<file path="src/rtl/fas_pkg.sv">
// Shared definitions for the single-precision add/sub issuer: op encodings,
// FSM state type, the canonical quiet NaN and the default unit latency.
package fas_pkg;

  localparam logic FAS_OP_ADD = 1'b0;
  localparam logic FAS_OP_SUB = 1'b1;

  localparam logic [31:0] FAS_QNAN = 32'h7FC0_0000;

  localparam int FAS_LATENCY_DEFAULT = 5;

  typedef enum logic [2:0] {
    ST_IDLE,
    ST_ISSUE,
    ST_WAIT,
    ST_RESP,
    ST_DRAIN
  } fas_state_e;

endpackage

</file>
<file path="src/rtl/fas_issuer_if.sv">
// Command, response and unit-side signals of the add/sub issuer.
// master = the issuer itself, slave = dispatch logic plus the add/sub unit.
interface fas_issuer_if #(
  parameter int TAG_W = 4
);
  logic             cmd_valid;
  logic             cmd_ready;
  logic             cmd_op;
  logic [31:0]      cmd_a;
  logic [31:0]      cmd_b;
  logic [TAG_W-1:0] cmd_tag;

  logic             rsp_valid;
  logic             rsp_ready;
  logic [31:0]      rsp_q;
  logic [TAG_W-1:0] rsp_tag;
  logic             rsp_err;

  logic             do_fadd;
  logic             do_fsub;
  logic [31:0]      a;
  logic [31:0]      b;
  logic [31:0]      q;
  logic             valid;

  modport master (
    input  cmd_valid, cmd_op, cmd_a, cmd_b, cmd_tag, rsp_ready, q, valid,
    output cmd_ready, rsp_valid, rsp_q, rsp_tag, rsp_err, do_fadd, do_fsub, a, b
  );

  modport slave (
    output cmd_valid, cmd_op, cmd_a, cmd_b, cmd_tag, rsp_ready, q, valid,
    input  cmd_ready, rsp_valid, rsp_q, rsp_tag, rsp_err, do_fadd, do_fsub, a, b
  );
endinterface

</file>
<file path="src/rtl/fas_issuer.sv">
// Single-outstanding issuer for the pipelined fp add/sub unit.
// Optional watchdog enabled by defining FAS_ISSUER_TIMEOUT_EN.
module fas_issuer
  import fas_pkg::*;
#(
  parameter int TAG_W       = 4,
  parameter int FAS_LATENCY = FAS_LATENCY_DEFAULT,
  parameter int TIMEOUT     = 15
) (
  input  logic          clk,
  input  logic          rst,
  fas_issuer_if.master  bus
);

  localparam int DRAIN_W = $clog2(FAS_LATENCY + 1);
  localparam logic [DRAIN_W-1:0] DRAIN_LAST = DRAIN_W'(FAS_LATENCY - 1);

  if (FAS_LATENCY < 1 || TIMEOUT < FAS_LATENCY) begin : g_bad_cfg
    $error("fas_issuer: need FAS_LATENCY >= 1 and TIMEOUT >= FAS_LATENCY");
  end

  fas_state_e         state;
  fas_state_e         state_nxt;
  logic               op_r;
  logic [31:0]        a_r;
  logic [31:0]        b_r;
  logic [31:0]        q_r;
  logic [TAG_W-1:0]   tag_r;
  logic [DRAIN_W-1:0] drain_cnt;
  logic               err_r;
  logic               accept;
  logic               got_valid;
  logic               timeout_hit;

`ifdef FAS_ISSUER_TIMEOUT_EN
  localparam int WAIT_W = $clog2(TIMEOUT + 1);
  localparam logic [WAIT_W-1:0] WAIT_LAST = WAIT_W'(TIMEOUT - 1);
  logic [WAIT_W-1:0] wait_cnt;
`endif

  always_comb begin
    state_nxt     = state;
    bus.cmd_ready = 1'b0;
    bus.rsp_valid = 1'b0;
    bus.do_fadd   = 1'b0;
    bus.do_fsub   = 1'b0;
    accept        = 1'b0;
    got_valid     = 1'b0;
    timeout_hit   = 1'b0;
    case (state)
      ST_IDLE: begin
        bus.cmd_ready = 1'b1;
        if (bus.cmd_valid) begin
          accept    = 1'b1;
          state_nxt = ST_ISSUE;
        end
      end
      ST_ISSUE: begin
        bus.do_fadd = (op_r == FAS_OP_ADD);
        bus.do_fsub = (op_r == FAS_OP_SUB);
        state_nxt   = ST_WAIT;
      end
      ST_WAIT: begin
        // A result pulse in the last watchdog cycle still counts as a result.
        if (bus.valid) begin
          got_valid = 1'b1;
          state_nxt = ST_RESP;
        end
`ifdef FAS_ISSUER_TIMEOUT_EN
        else if (wait_cnt == WAIT_LAST) begin
          timeout_hit = 1'b1;
          state_nxt   = ST_RESP;
        end
`endif
      end
      ST_RESP: begin
        bus.rsp_valid = 1'b1;
        if (bus.rsp_ready) state_nxt = err_r ? ST_DRAIN : ST_IDLE;
      end
      ST_DRAIN: begin
        if (drain_cnt == DRAIN_LAST) state_nxt = ST_IDLE;
      end
      default: state_nxt = ST_DRAIN;
    endcase
  end

  // Reset lands in DRAIN so a result still in the unit pipeline is flushed.
  always_ff @(posedge clk) begin
    if (rst) begin
      state     <= ST_DRAIN;
      drain_cnt <= '0;
      op_r      <= FAS_OP_ADD;
      a_r       <= '0;
      b_r       <= '0;
      q_r       <= '0;
      tag_r     <= '0;
      err_r     <= 1'b0;
    end else begin
      state     <= state_nxt;
      drain_cnt <= (state == ST_DRAIN) ? drain_cnt + 1'b1 : '0;
      if (accept) begin
        op_r  <= bus.cmd_op;
        a_r   <= bus.cmd_a;
        b_r   <= bus.cmd_b;
        tag_r <= bus.cmd_tag;
      end
      if (got_valid) begin
        q_r   <= bus.q;
        err_r <= 1'b0;
      end else if (timeout_hit) begin
        q_r   <= FAS_QNAN;
        err_r <= 1'b1;
      end
    end
  end

`ifdef FAS_ISSUER_TIMEOUT_EN
  // Counts WAIT cycles; any other state (ISSUE in particular) clears it.
  always_ff @(posedge clk) begin
    if (rst) wait_cnt <= '0;
    else     wait_cnt <= (state == ST_WAIT) ? wait_cnt + 1'b1 : '0;
  end
`endif

  assign bus.a       = a_r;
  assign bus.b       = b_r;
  assign bus.rsp_q   = q_r;
  assign bus.rsp_tag = tag_r;
`ifdef FAS_ISSUER_TIMEOUT_EN
  assign bus.rsp_err = err_r;
`else
  assign bus.rsp_err = 1'b0;
`endif

endmodule

</file>
<file path="src/flat_wrapper.sv">
// flat-port wrapper written by rule: the top's interface ports become plain ports
module fas_issuer_flat import fas_pkg::*;
#(
  parameter int TAG_W       = 4,
  parameter int FAS_LATENCY = FAS_LATENCY_DEFAULT,
  parameter int TIMEOUT     = 15
)
  (clk, rst, bus_cmd_valid, bus_cmd_op, bus_cmd_a, bus_cmd_b, bus_cmd_tag, bus_rsp_ready, bus_q, bus_valid, bus_cmd_ready, bus_rsp_valid, bus_rsp_q, bus_rsp_tag, bus_rsp_err, bus_do_fadd, bus_do_fsub, bus_a, bus_b);
  fas_issuer_if #(.TAG_W(TAG_W)) bus_i ();
  input  logic clk;
  input  logic rst;
  input wire logic [$bits(bus_i.cmd_valid)-1:0] bus_cmd_valid;
  input wire logic [$bits(bus_i.cmd_op)-1:0] bus_cmd_op;
  input wire logic [$bits(bus_i.cmd_a)-1:0] bus_cmd_a;
  input wire logic [$bits(bus_i.cmd_b)-1:0] bus_cmd_b;
  input wire logic [$bits(bus_i.cmd_tag)-1:0] bus_cmd_tag;
  input wire logic [$bits(bus_i.rsp_ready)-1:0] bus_rsp_ready;
  input wire logic [$bits(bus_i.q)-1:0] bus_q;
  input wire logic [$bits(bus_i.valid)-1:0] bus_valid;
  output wire logic [$bits(bus_i.cmd_ready)-1:0] bus_cmd_ready;
  output wire logic [$bits(bus_i.rsp_valid)-1:0] bus_rsp_valid;
  output wire logic [$bits(bus_i.rsp_q)-1:0] bus_rsp_q;
  output wire logic [$bits(bus_i.rsp_tag)-1:0] bus_rsp_tag;
  output wire logic [$bits(bus_i.rsp_err)-1:0] bus_rsp_err;
  output wire logic [$bits(bus_i.do_fadd)-1:0] bus_do_fadd;
  output wire logic [$bits(bus_i.do_fsub)-1:0] bus_do_fsub;
  output wire logic [$bits(bus_i.a)-1:0] bus_a;
  output wire logic [$bits(bus_i.b)-1:0] bus_b;
  assign bus_i.cmd_valid = bus_cmd_valid;
  assign bus_i.cmd_op = bus_cmd_op;
  assign bus_i.cmd_a = bus_cmd_a;
  assign bus_i.cmd_b = bus_cmd_b;
  assign bus_i.cmd_tag = bus_cmd_tag;
  assign bus_i.rsp_ready = bus_rsp_ready;
  assign bus_i.q = bus_q;
  assign bus_i.valid = bus_valid;
  assign bus_cmd_ready = bus_i.cmd_ready;
  assign bus_rsp_valid = bus_i.rsp_valid;
  assign bus_rsp_q = bus_i.rsp_q;
  assign bus_rsp_tag = bus_i.rsp_tag;
  assign bus_rsp_err = bus_i.rsp_err;
  assign bus_do_fadd = bus_i.do_fadd;
  assign bus_do_fsub = bus_i.do_fsub;
  assign bus_a = bus_i.a;
  assign bus_b = bus_i.b;
  fas_issuer #(.TAG_W(TAG_W), .FAS_LATENCY(FAS_LATENCY), .TIMEOUT(TIMEOUT)) u_core (.clk(clk), .rst(rst), .bus(bus_i));
endmodule
</file>
<file path="config.mk">
export PLATFORM = sky130hd
export DESIGN_NAME = fas_issuer_flat
export DESIGN_NICKNAME = d
export VERILOG_FILES = /design/src/rtl/fas_pkg.sv /design/src/rtl/fas_issuer_if.sv /design/src/rtl/fas_issuer.sv /design/src/flat_wrapper.sv
export SDC_FILE = /design/constraint.sdc
export NUM_CORES = 1
export LEC_CHECK = 0
export ABC_CLOCK_PERIOD_IN_PS = 1620
export BUFFER_PORTS_ARGS = -buffer_cell sky130_fd_sc_hd__buf_2
export CELL_PAD_IN_SITES_DETAIL_PLACEMENT = 1
export CELL_PAD_IN_SITES_GLOBAL_PLACEMENT = 2
export CORE_ASPECT_RATIO = 1.4
export CORE_UTILIZATION = 23
export DETAILED_ROUTE_END_ITERATION = 6
export PLACE_DENSITY = 0.79
export SYNTH_ARGS = -nofsm -noshare
export SYNTH_HDL_FRONTEND = slang
export SYNTH_SLANG_ARGS = --single-unit
</file>
<file path="constraint.sdc">
create_clock -name clk -period 1.62 [get_ports clk]
set_input_delay 0.162 -clock clk [delete_from_list [all_inputs] [get_ports clk]]
set_output_delay 0.162 -clock clk [all_outputs]
set_load 0.01 [all_outputs]
</file>
# == Yosys cells after proc, flatten, opt, wreduce, memory -nomap -nowiden ==
# Cells that the tools add are included.
# word_totals
ff_bits,107
in_bits,106
out_inout_bits,105
word_cells,35
# op_classes
add_sub_neg,1
eq_ne,9
muxes,13
bitwise_logic,2
n_reduce_logical,3
# ops
op,count
case mux 3 bit (5 select lines),1
2-to-1 mux 3 bit,4
2-to-1 mux 1 bit,8
"== test 3 x 2 -> 1 bit, second input constant",2
"== test 3 bit, second input constant",2
"inequality test 2 bit, second input constant",3
AND reduction 4 bit,1
"adder 3 x 1 -> 3 bit, second input constant",1
"== test 3 x 1 -> 1 bit, second input constant",1
zero test 3 bit,1
"inequality test 2 x 1 -> 1 bit, second input constant",1
NOT 1 bit,2
OR reduction 2 bit,1

# == Longest topological paths before layout ==
# logic_depth
word_depth,3
depth_mapped,6
ltp_nobuf,4

# == Least setup slack after synthesis ==
# No wires, ideal clock.
# synth_path
path_kind,register -> register
from,reg u_core.state[2]
to,reg u_core.b_r[18] (netlist: u_core.bus.b[18])
arrival_ns,1.342
required_time_ns,1.488
slack_ns,0.146
path_stages_with_launch,7
path_buffers,3
cell_sequence,dfxtp_1 -> or4b_1 -> clkbuf_1 -> buf_2 -> buf_6 -> nand2_1 -> a21oi_1
# synth_between
elab_chain_len,2
# synth_rtl
item,line_no,source
start: declaration,fas_issuer.sv:22,fas_state_e state;
start signal: assignment,fas_issuer.sv:99,state <= state_nxt;
zero test 3 bit,fas_issuer.sv:50,case (state)
2-to-1 mux 1 bit,fas_issuer.sv:50,
end signal: assignment,fas_issuer.sv:104,b_r <= bus.cmd_b;
end: declaration,fas_issuer.sv:26,logic [31:0] b_r;
# No other way between the ends.
# A chain may end at the register's enable or synchronous reset.

# == Worst setup path after layout ==
# layout_path
from,reg u_core.state[2]
to,reg u_core.b_r[4] (netlist: u_core.bus.b[4])
# The elaborated chain is that of the path after synthesis.

==> run summary <==
Final Max Tran Viols -> 0
vias in the first global route -> 4127
Die W -> 111 um
largest area contributor in the netlist -> dfxtp_1
Post-CTS Repair Setup Buffers -> 0
Hold Vio Cnt, Final -> 0
Max Fclk -> 628 MHz
clock skew -> 0.0118 ns
Synth Register Bits -> 107
CP Launch Point -> u_core.state[2]
post-synthesis compound-gate area fraction -> 0.139
dpl hpwl -> 8880 um
XOR/XNOR Fraction of Synth Area -> 0.00230
DR WL/cell -> 13.8 um
setup violators final -> 0
routability cong. -> 0.724
CP required -> 1.85 ns
pin count of the biggest net entering global routing -> 51
# IOs -> 211
worst min path class -> input pin to flip-flop
footprint of the multi-input gates -> 1470 um2
Via Count -> 3885
CTS tree -> yes
Max Cap Viol -> 0
Crit Path Class -> flip-flop to flip-flop
crit end category -> flip-flop
Post-synth top cells -> nand2_1 (202), dfxtp_1 (107), a21oi_1 (101)
CP Launch Type -> flip-flop
grt ovf -> 0
initial drt markers -> 156
Tcrit/Tclk final -> 0.982
dpl cell area -> 5080 um2
fin crit period -> 1.59 ns
asr flop ratio synth -> 0
layout overhead on the synthesized area -> 42.3%
leakage -> 2.38 nW
chip height -> 154 um
Synth Area in Adders -> 0.00658
final hold slack -> 0.0503 ns
syn_nets -> 585
hold bufs inserted after CTS -> 0
slew margin rel. -> 0.617
# rows -> 55
ant diodes -> 0
PortBufs -> 209
Core ar. -> 16200 um2
clk sinks -> 107
initial antenna violation count -> 0
Worst-path clk slew -> 0.08 ns
Starting Density -> 0.235
clk buf depth -> 2
mux cell area share after synthesis -> 0
H-tree level count -> 3
Unique masters post-synth -> 29
Total Routing Usage GR -> 0.141
Residual DRC -> 0
worst-path fanout max -> 25
hold_sp -> bus_q[8]
share of layout cells above drive strength 1 -> 0.357
total area of sequential cells -> 2140 um2
post-route cell area -> 5410 um2
Post-Syn Area -> 3800 um2
CP Data Arrival Time -> 1.82 ns
Synth Flop Type -> dfxtp_1
Antenna Nets Post-Route -> 0
simple-gate share of the synthesized area -> 0.237
main combinational cell family by area after synthesis -> simple AND/OR/NAND/NOR gates
PostCTS Resize Cnt -> 0
clk root buf -> clkbuf_16
First-pass DRT Iterations -> 4
die area -> 17100 um2
Final Net Count -> 779
VDD IR-drop max -> 639 uV
Yosys top cell area share -> 0.563
TritonCTS Buffers -> 9
RSZ-0062 raised after global routing -> true
Least-Margin Pin Slew -> 0.575 ns
status -> finished, final reports clean
Worst R2R Setup Slack -> 0.03 ns
mean area per synthesized cell -> 7.97 um2
first-pass GRT wire length -> 19600 um
Fill cells -> 1998
most common cell in the synthesized netlist -> nand2_1
vias per cell -> 4.44
pwr dens -> 1010 nW/um2
Skew-Pair Late Insertion Delay -> 0.34 ns
R2R Path Start -> u_core.state[2]
Synth Warn # -> 0
Synth Instances -> 477
Post-synth EDFFs -> 0
Synth area leaders -> dfxtp_1 (56%), nand2_1 (20%), a21oi_1 (13%), clkbuf_1 (2.2%), buf_2 (1.7%)
routed wire length -> 12100 um
sum of negative setup slack -> 0 ns
sequential cell area fraction in the yosys report -> 0.563
==> worst max-delay path, stage by stage, from the launching register on <==
cell	delay [ns]
dfxtp_1	0.31
or4b_2	0.72
buf_4	0.26
nand2_1	0.11
a21oi_1	0.07
==> logic make-up after synthesis <==
logic type,after synthesis
compound gates,104
fa+ha+maj,2
buf+inv,42
flops,107
other cells,1
xor+xnor,1
simple gates,220
==> metal layers <==
| metal | global-route usage | vias to the layer above | part of all wire |
|---|---|---|---|
| met3 | 0.0441 | 9 | 0.067 |
| met5 | 0 | - | 0 |
| li1 | - | 1914 | - |
| met1 | 0.148 | 1836 | 0.39 |
| met2 | 0.266 | 126 | 0.53 |
| met4 | 0.0457 | 0 | 0.013 |
==> power by group <==
part | switching, W | internal [W] | total (W)
combinational | 0.000189 | 0.000171 | 0.000360
sequential | 0.0000228 | 0.00267 | 0.00269
clock | 0.00104 | 0.00139 | 0.00243
total | 0.00126 | 0.00423 | 0.00548
==> layout make-up <==
| class | instances | area share |
|---|---|---|
| Sequential cell | 107 | 0.396 |
| Multi-Input combinational cell | 328 | 0.271 |
| Timing Repair Buffer | 222 | 0.223 |
| Tap cell | 199 | 0.0460 |
| Clock buffer | 9 | 0.0416 |
| Clock inverter | 7 | 0.0199 |
| Inverter | 3 | 0.00208 |
==> path summary, 6_finish.rpt <==
kind | endpoint | depth (start not counted)
hold / removal | u_core.bus.rsp_q[8] | 3
hold reg to reg | u_core.bus.b[28] | 2
setup / recovery | u_core.bus.b[4] | 4
setup reg to reg | u_core.bus.b[4] | 4
==> sequential cells by signal, indices dropped and copies added (netlist names) <==
register	flops
u_core.bus.a	32
u_core.bus.b	32
u_core.bus.rsp_q	32
u_core.bus.rsp_tag	4
u_core.drain_cnt	3
u_core.state	3
u_core.op_r	1
==> cell usage in the layout, fill, tap and decap left out, drive strengths merged, types with 2 or more instances in the layout <==
cell,Yosys,routed
buf,17,222
bufinv,0,2
nor2,4,4
nand2,202,202
inv,3,6
ha,2,2
nor4b,2,2
clkbuf,22,9
a21oi,101,101
dfxtp,107,107
==> metrics by stage <==
stage | instances | setup slack [ns] | util | total power, W
after floorplan | 477 | 0.146 | - | 0.00291
after global placement | 859 | 0.0991 | 0.314 | 0.00310
after detailed placement | 859 | 0.0307 | 0.314 | 0.00312
after CTS | 875 | 0.0197 | 0.335 | 0.00560
after global routing | 875 | -0.0366 | 0.335 | 0.00573
final | 875 | 0.0286 | 0.335 | 0.00548
Note: power is estimated with default switching activity, not from simulation.
